`config.mk`:
```
export PLATFORM = sky130hd
export DESIGN_NAME = uart_tx_queue
export DESIGN_NICKNAME = d
export VERILOG_FILES = /design/src/rtl/uart_pkg.sv /design/src/rtl/uart_txq_fifo.sv /design/src/rtl/uart_tx_queue.sv
export SDC_FILE = /design/constraint.sdc
export NUM_CORES = 1
export LEC_CHECK = 0
export ABC_CLOCK_PERIOD_IN_PS = 3200
export BUFFER_PORTS_ARGS = -buffer_cell sky130_fd_sc_hd__buf_2
export CORE_MARGIN = 2
export CORE_UTILIZATION = 50
export CTS_CLUSTER_SIZE = 30
export DETAILED_ROUTE_END_ITERATION = 10
export PLACE_DENSITY = 0.76
export SLEW_MARGIN = 20
export SYNTH_ARGS = -nofsm -noshare
export SYNTH_HDL_FRONTEND = slang
export SYNTH_SLANG_ARGS = --single-unit
```
`constraint.sdc`:
```
create_clock -name clk -period 3.2 [get_ports clk]
set_clock_uncertainty 0.2 [all_clocks]
set_input_delay 0.48 -clock clk [delete_from_list [all_inputs] [get_ports clk]]
set_output_delay 0.48 -clock clk [all_outputs]
set_load 0.01 [all_outputs]
```
`src/rtl/uart_pkg.sv`:
```
// Shared types and constants for the UART transmit queue.
package uart_pkg;

    localparam int UART_DATA_W = 8;

    typedef enum logic [1:0] {
        TXQ_IDLE      = 2'd0,
        TXQ_ISSUE     = 2'd1,
        TXQ_WAIT_BUSY = 2'd2,
        TXQ_WAIT_DONE = 2'd3
    } txq_state_e;

endpackage

```
`src/rtl/uart_txq_fifo.sv`:
```
// Circular byte buffer with wrapping pointers and a separate level counter.
module uart_txq_fifo
    import uart_pkg::*;
#(
    parameter int DEPTH = 16,
    parameter int AW    = $clog2(DEPTH)
) (
    input  logic                   clk,
    input  logic                   rst,
    input  logic                   wr_en_i,
    input  logic [UART_DATA_W-1:0] wr_data_i,
    input  logic                   rd_en_i,
    output logic [UART_DATA_W-1:0] rd_data_o,
    output logic [AW:0]            level_o,
    output logic                   empty_o,
    output logic                   full_o
);

    logic [UART_DATA_W-1:0] mem_q [DEPTH];
    logic [AW-1:0] wptr_q, wptr_d;
    logic [AW-1:0] rptr_q, rptr_d;
    logic [AW:0]   level_q, level_d;
    logic          push, pop;

    assign full_o    = (level_q == (AW+1)'(DEPTH));
    assign empty_o   = (level_q == '0);
    assign level_o   = level_q;
    assign rd_data_o = mem_q[rptr_q];

    assign push = wr_en_i && !full_o;
    assign pop  = rd_en_i && !empty_o;

    always_comb begin
        wptr_d  = wptr_q;
        rptr_d  = rptr_q;
        level_d = level_q;
        if (push) wptr_d = wptr_q + AW'(1);
        if (pop)  rptr_d = rptr_q + AW'(1);
        if (push && !pop)      level_d = level_q + (AW+1)'(1);
        else if (pop && !push) level_d = level_q - (AW+1)'(1);
    end

    always_ff @(posedge clk or posedge rst) begin
        if (rst) begin
            wptr_q  <= '0;
            rptr_q  <= '0;
            level_q <= '0;
        end else begin
            wptr_q  <= wptr_d;
            rptr_q  <= rptr_d;
            level_q <= level_d;
        end
    end

    // Storage needs no reset; only pointers define validity.
    always_ff @(posedge clk) begin
        if (push) mem_q[wptr_q] <= wr_data_i;
    end

endmodule

```
`src/rtl/uart_tx_queue.sv`:
```
// Byte queue feeding a UART transmitter using tx_busy as flow control.
// Optional drop counter: define UART_TXQ_DROP_CNT_EN.
module uart_tx_queue
    import uart_pkg::*;
#(
    parameter int DEPTH     = 16,
    parameter int AW        = $clog2(DEPTH),
    parameter int BUSY_WAIT = 4
) (
    input  logic                   clk,
    input  logic                   rst,
    input  logic [UART_DATA_W-1:0] push_data,
    input  logic                   push_valid,
    output logic                   push_ready,
    output logic [UART_DATA_W-1:0] uart_din,
    output logic                   uart_wr_en,
    input  logic                   uart_tx_busy,
    output logic [AW:0]            level,
    output logic                   empty,
    output logic                   full,
    output logic                   overflow,
    input  logic                   ovf_clr
`ifdef UART_TXQ_DROP_CNT_EN
    ,
    output logic [15:0]            drop_cnt
`endif
);

    localparam int TW = $clog2(BUSY_WAIT + 1);

    txq_state_e             state_q, state_d;
    logic [UART_DATA_W-1:0] din_q, din_d;
    logic                   wr_en_q, wr_en_d;
    logic [TW-1:0]          tmo_q, tmo_d;
    logic                   ovf_q, ovf_d;
    logic                   pop;
    logic                   refused;
    logic [UART_DATA_W-1:0] head;

    uart_txq_fifo #(
        .DEPTH (DEPTH),
        .AW    (AW)
    ) u_fifo (
        .clk       (clk),
        .rst       (rst),
        .wr_en_i   (push_valid),
        .wr_data_i (push_data),
        .rd_en_i   (pop),
        .rd_data_o (head),
        .level_o   (level),
        .empty_o   (empty),
        .full_o    (full)
    );

    assign push_ready = !full;
    assign refused    = push_valid && full;
    assign uart_din   = din_q;
    assign uart_wr_en = wr_en_q;
    assign overflow   = ovf_q;

    always_comb begin
        state_d = state_q;
        din_d   = din_q;
        wr_en_d = 1'b0;
        tmo_d   = tmo_q;
        pop     = 1'b0;
        unique case (state_q)
            TXQ_IDLE: begin
                if (!empty && !uart_tx_busy) begin
                    state_d = TXQ_ISSUE;
                    din_d   = head;
                    wr_en_d = 1'b1;
                    pop     = 1'b1;
                end
            end
            TXQ_ISSUE: begin
                state_d = TXQ_WAIT_BUSY;
                tmo_d   = '0;
            end
            TXQ_WAIT_BUSY: begin
                // A transmitter that never raises busy still counts as sent.
                if (uart_tx_busy)
                    state_d = TXQ_WAIT_DONE;
                else if (tmo_q == TW'(BUSY_WAIT - 1))
                    state_d = TXQ_IDLE;
                else
                    tmo_d = tmo_q + TW'(1);
            end
            TXQ_WAIT_DONE: begin
                if (!uart_tx_busy) state_d = TXQ_IDLE;
            end
            default: state_d = TXQ_IDLE;
        endcase
    end

    always_comb begin
        ovf_d = ovf_q;
        if (ovf_clr)      ovf_d = 1'b0;
        else if (refused) ovf_d = 1'b1;
    end

    always_ff @(posedge clk or posedge rst) begin
        if (rst) begin
            state_q <= TXQ_IDLE;
            din_q   <= '0;
            wr_en_q <= 1'b0;
            tmo_q   <= '0;
            ovf_q   <= 1'b0;
        end else begin
            state_q <= state_d;
            din_q   <= din_d;
            wr_en_q <= wr_en_d;
            tmo_q   <= tmo_d;
            ovf_q   <= ovf_d;
        end
    end

`ifdef UART_TXQ_DROP_CNT_EN
    logic [15:0] drop_q, drop_d;

    always_comb begin
        drop_d = drop_q;
        if (ovf_clr)
            drop_d = '0;
        else if (refused && drop_q != 16'hFFFF)
            drop_d = drop_q + 16'd1;
    end

    always_ff @(posedge clk or posedge rst) begin
        if (rst) drop_q <= '0;
        else     drop_q <= drop_d;
    end

    assign drop_cnt = drop_q;
`endif

endmodule

```
# After elaboration in Yosys (flattened, before gate mapping)
# Memory sizes are Yosys's and may differ from the RTL's. A register that Yosys moved wholly into a read port is not among the register bits.
# Index checks and enable logic that the tools add are counted.
totals:
  reg_bits: 20
  ramBits: 128
  out_inout_bits: 18
  memories: 1
mem_list:
  columns: ["name", "depth", "width", "rd", "rd_ports_with_merged_regs", "wr", "line_no", "text"]
  rows:
  - ["u_fifo.mem_q", 16, 8, 1, 1, 1, "uart_txq_fifo.sv:19", "logic [UART_DATA_W-1:0] mem_q [DEPTH];"]
op_classes:
  add_sub_neg: 5
  n_eq_ne: 10
  mux: 16
  reduce_logical: 19
ops:
  columns: ["cell", "count"]
  rows:
  - ["$mux 5", 2]
  - ["$add 4x1->4 const B", 2]
  - ["$mux 2", 4]
  - ["$ne 2x2->1 const B", 4]
  - ["$pmux 2 s4", 1]
  - ["$logic_and 1x1->1", 6]
  - ["$mux 1", 6]
  - ["$mux 3", 2]
  - ["$pmux 3 s2", 1]
  - ["$reduce_and 3->1", 2]
  - ["$reduce_bool 2->1", 3]
  - ["$add 5x1->5 const B", 1]
  - ["$eq 5x5->1 const B", 1]
  - ["$logic_not 1->1", 5]
  - ["$logic_not 5->1", 1]
  - ["$sub 5x1->5 const B", 1]
  - ["$eq 2x2->1 const B", 2]
  - ["$add 3x1->3 const B", 1]
  - ["$eq 3x2->1 const B", 1]
  - ["$ne 3x3->1 const B", 1]
  - ["$eq 2x1->1 const B", 1]
  - ["$logic_not 2->1", 1]
  - ["$reduce_and 2->1", 1]

# Logic depth before layout (Yosys ltp)
logic_depth:
  word_depth: 9
  ltp_mapped: 12

# Cells and area by module
# A second synthesis with hierarchy kept.
unflattened:
  hier_cells: 375
  area_unflattened_um2: 6431.2
modules_own_cells:
  columns: ["module", "n_inst", "cells_per_inst", "area_per_inst_um2", "seq_area_each_um2"]
  rows:
  - ["uart_txq_fifo", 1, 323, 5774.3, 4169.0]
  - ["uart_tx_queue", 1, 52, 656.9, 375.4]

# Worst setup path after synthesis
# No wires, ideal clock.
synth_path:
  kind: "register to register"
  startpoint: "register u_fifo.level_q[0], in the netlist u_fifo.level_o[0]"
  endpoint: "register u_fifo.level_q[4], in the netlist u_fifo.level_o[4]"
  t_arrival_ns: 2.528
  required_ns: 2.867
  slack_ns: 0.340
  stages_incl_launch_ff: 12
  cell_sequence: "dfrtp_1 > nor4_2 > a21boi_2 > buf_2 > inv_2 > ha_1 > inv_1 > fa_1 > a21o_1 > a21oi_1 > mux2i_1 > xnor2_1"
synth_between:
  elab_chain_len: 9
  elab_cells_between_ends: 18
  cone_classes: "add/sub (2); eq/ne (1); mux (4); reduce/logical (11)"
synth_rtl:
  columns: ["element", "line_no", "text"]
  rows:
  - ["from (decl)", "uart_txq_fifo.sv:22", "logic [AW:0] level_q, level_d;"]
  - ["from (signal assigned)", "uart_txq_fifo.sv:51", "level_q <= level_d;"]
  - ["$logic_not 5->1 *", "uart_txq_fifo.sv:26", "assign empty_o = (level_q == '0);"]
  - ["$logic_not 1->1 *", "uart_tx_queue.sv:69", "if (!empty && !uart_tx_busy) begin"]
  - ["$logic_and 1x1->1 *", "uart_tx_queue.sv:69", null]
  - ["$mux 1 *", "uart_tx_queue.sv:69", null]
  - ["$mux 1 *", "uart_tx_queue.sv:67", "unique case (state_q)"]
  - ["net pop", "uart_tx_queue.sv:36", "logic pop;"]
  - ["$logic_and 1x1->1 *", "uart_txq_fifo.sv:31", "assign pop = rd_en_i && !empty_o;"]
  - ["$logic_not 1->1", "uart_txq_fifo.sv:39", "if (push && !pop) level_d = level_q + (AW+1)'(1);"]
  - ["$logic_and 1x1->1", "uart_txq_fifo.sv:39", null]
  - ["$mux 5 / $reduce_bool 2->1 (equally long branches)", null, null]
# The timed path passes the listed nets; every way through them passes the cells marked *. The select of a mux whose other input is x is not followed.
# A chain may end at the register's enable or synchronous reset.

# Worst setup path in the final report
layout_path:
  startpoint: "register u_fifo.level_q[0], in the netlist u_fifo.level_o[0]"
  endpoint: "register u_fifo.level_q[4], in the netlist u_fifo.level_o[4]"
layout_between:
  elab_cells_between_ends: 18
  cone_classes: "add/sub (2); eq/ne (1); mux (4); reduce/logical (11)"
layout_rtl:
  columns: ["element", "line_no", "text"]
  rows:
  - ["$eq 5x5->1 *", "uart_txq_fifo.sv:25", "assign full_o = (level_q == (AW+1)'(DEPTH));"]
  - ["$logic_not 1->1 *", "uart_txq_fifo.sv:30", "assign push = wr_en_i && !full_o;"]
  - ["$logic_and 1x1->1 *", "uart_txq_fifo.sv:30", null]
  - ["net u_fifo.push", "uart_txq_fifo.sv:23", "logic push, pop;"]
  - ["$logic_not 1->1", "uart_txq_fifo.sv:40", "else if (pop && !push) level_d = level_q - (AW+1)'(1);"]
  - ["$logic_and 1x1->1", "uart_txq_fifo.sv:40", null]
  - ["$reduce_bool 2->1 (no source line)", null, null]
# Marks and branches as above.

==> impl_metrics.ini <==
[global_routing]
globalRouteMet1Util_pct = 25.6
grtUsageTotal_pct = 20.0
grt_max_degree = 34
grt-ovfl-total = 0
met2_usage_pct = 32.7
top_usage_layer = met2
grt_pass1_vias = 3272
grt_pass1_wl_mm = 18.5
antenna_found_initial = 0
grtUsageMet3_pct = 5.60

[power_and_ir_drop]
pwr-share-clk_pct = 32.2
p_seq_share_pct = 41.6
p_comb_share_pct = 26.2
peakVddDrop_uv = 612
p_switching_uw = 2000
p_int_uw = 4820
power_density_mw_per_mm2 = 918
cellLeakagePower_uw = 0.00264
sw_frac_of_total_pct = 29.3

[outcome]
status = completed

[layout]
drive_above_1_share_pct = 28.7
final_common_cell = edfxtp_1
nNetsFinal = 419
post-route-cell-area_mm2 = 0.00742
ff_latch_area_mm2 = 0.00455
multi_input_area_mm2 = 0.00165
finish.utilization_pct = 59.3
area_delta_synth_final_pct = 17.1
fill_cells = 935
layout_common_cells = 128 x edfxtp_1, 30 x buf_2, 27 x dfrtp_1
layout.cells.non_filler = 579
insertedDiodeCount = 0

[clocking]
clock_sinks = 156
tritoncts = yes
root_buffer = clkbuf_16
clockBufferDepth = 2
worstSkewPairLatency_ns = 0.43
cts.htree.levels = 4
cts.clk_slew.worst_paths_ns = 0.06
cts_buffers = 17
ctsResizeCount = 0

[drt]
vias = 3218
wl_per_cell_um = 21.1
drc = 0
via_per_inst = 5.56
detail-route-antenna-nets = 0
wirelength_mm = 12.2
drt_pass1_iterations = 4
first_iter_violations = 227

[logic_synthesis]
ys.flop_type = edfxtp_1
yosys_warnings = 0
synth_cells = 341
synth_nets = 366
syn_area_per_cell_um2 = 18.6
yosysSeqAreaShare_pct = 71.7
async_reset_ff_share_pct = 17.9
synth_edf_count = 128
syn_area_mm2 = 0.00633
synth.distinct_cells = 38
synth_seq_cells = 156

[setup_path]
start_kind = flip-flop
worstSetupEndpointType = flip-flop
r2r_start = u_fifo.level_o[0]
worst-setup-path-type = reg2reg
cp_max_fo = 9
rr_endpoint = u_fifo.level_o[4]
arrival_ns = 3.00
cp.required_ns = 3.35
ff2ff_path_depth = 9
reg2reg_slack_ns = 0.35

[place]
gp_congestion = 0.751
io_buffers = 30
hpwl_mm = 7.29
placed_cell_area_mm2 = 0.00676
dp_cells = 545

[hold_path]
hold_path_class = in2reg
min_to = overflow
min_from = push_valid
whs_path_depth = 3

[sta]
fin_crit_sh_pct = 89.0
setup_viol = 0
report.final.slew_viol_count = 0
period_minus_slack_ns = 2.85
hold_ws_ns = 0.106
tns_ns = 0
max_freq_mhz = 351
tightest_slew_ns = 0.619
final_hold_viol_count = 0
rsz0062_at_grt = false
slew_headroom_pct = 58.7

[floorplan]
dieWidth_um = 117
coreArea_mm2 = 0.0125
io_pins = 31
fp-row-count = 41
start_util_pct = 50.6
die_h_um = 117
die_area_mm2 = 0.0136

[flow_run]
maxCapViolations = 0
## final cells by class
| type | count | share of cell area (%) |
|---|---|---|
| clock buffers | 20 | 5.89 |
| clock inverters | 12 | 2.78 |
| inverters | 8 | 0.405 |
| multi-input cells | 159 | 22.3 |
| flip-flops and latches | 156 | 61.3 |
| well taps | 172 | 2.90 |
| repair buffers | 52 | 4.49 |
## sequential cells by signal (all words and copies together), names as in the netlist
signal	flops
u_fifo.rptr_q	4
overflow	1
u_fifo.wptr_q	4
tmo_q	3
uart_wr_en	1
u_fifo.level_o	5
state_q	2
uart_din	8
u_fifo.mem_q	128
## Yosys cell counts (3+ instances only)
library cell | number | share of area (%)
a21oi_1 | 12 | 0.95
inv_1 | 6 | 0.36
nand2_1 | 16 | 0.95
o21ai_1 | 5 | 0.39
xnor2_1 | 8 | 1.1
dfrtp_1 | 28 | 11
nor2_1 | 20 | 1.2
mux4_1 | 12 | 5.0
clkbuf_1 | 7 | 0.41
nor3_1 | 5 | 0.39
o22ai_1 | 16 | 1.6
mux2_2 | 9 | 1.6
buf_1 | 3 | 0.18
mux4_2 | 20 | 7.1
buf_2 | 4 | 0.32
ha_1 | 11 | 2.2
edfxtp_1 | 128 | 61
nand2b_1 | 3 | 0.30
## worst max-delay path, cell delays in order, from the launching register on
cell and delay [ns]:
dfrtp_1 0.46, nor4_2 0.47, a21boi_2 0.22, ha_1 0.24, inv_1 0.15, ha_1 0.29, a21o_1 0.17, a21oi_1 0.19
mux2i_1 0.24, xnor2_1 0.13
## kinds of logic (layout without fill, tap and decap cells)
family | Yosys count | in the layout | synth area share [%]
AOI/OAI and AO/OA | 41 | 41 | 4.17
xor gates and xnor gates | 10 | 10 | 1.38
adders and majority gates | 12 | 12 | 2.49
buffers and inverters | 26 | 92 | 2.17
DFF | 156 | 156 | 71.7
muxes | 45 | 45 | 14.4
and+or+nand+nor | 51 | 51 | 3.69
## power by group through the flow
stage / clock (uW) / sequential, uW / combinational [uW]
floorplan: 0 / 2750 / 1410
global placement: 0 / 2850 / 1740
detailed placement: 0 / 2870 / 1790
CTS: 2230 / 2840 / 1810
global route: 2310 / 2880 / 1950
finish: 2200 / 2840 / 1780
## how the worst max path moves through the flow
| stage | endpoint | start | cells after the start |
|---|---|---|---|
| after floorplan | u_fifo.level_o[4] | u_fifo.level_o[0] | 11 |
| after global placement | u_fifo.level_o[4] | u_fifo.level_o[0] | 10 |
| after detailed placement | u_fifo.level_o[4] | u_fifo.level_o[0] | 9 |
| after CTS | u_fifo.level_o[4] | u_fifo.level_o[0] | 9 |
| after global routing | u_fifo.level_o[4] | u_fifo.level_o[0] | 9 |
| final | u_fifo.level_o[4] | u_fifo.level_o[0] | 9 |
## stage by stage
| step | setup WS, ns | power (uW) |
|---|---|---|
| after CTS | 0.335 | 6880 |
| final | 0.353 | 6810 |
| after global routing | 0.123 | 7130 |
| after detailed placement | 0.344 | 4670 |
| after floorplan | 0.340 | 4150 |
| after global placement | 0.430 | 4580 |
## timing repair
item	4_1_cts	5_1_grt
setup buffers	0	0
endpoints found under the hold margin	15	0
hold buffers	2	0
setup endpoints to repair	0	0
## layer usage
layer | wire [um] | vias to the layer above
met3 | 865 | 14
met2 | 6310 | 107
met5 | 0 | -
met4 | 177 | 0
met1 | 4890 | 1631
li1 | - | 1466
Power figures use the tool's default switching activity.
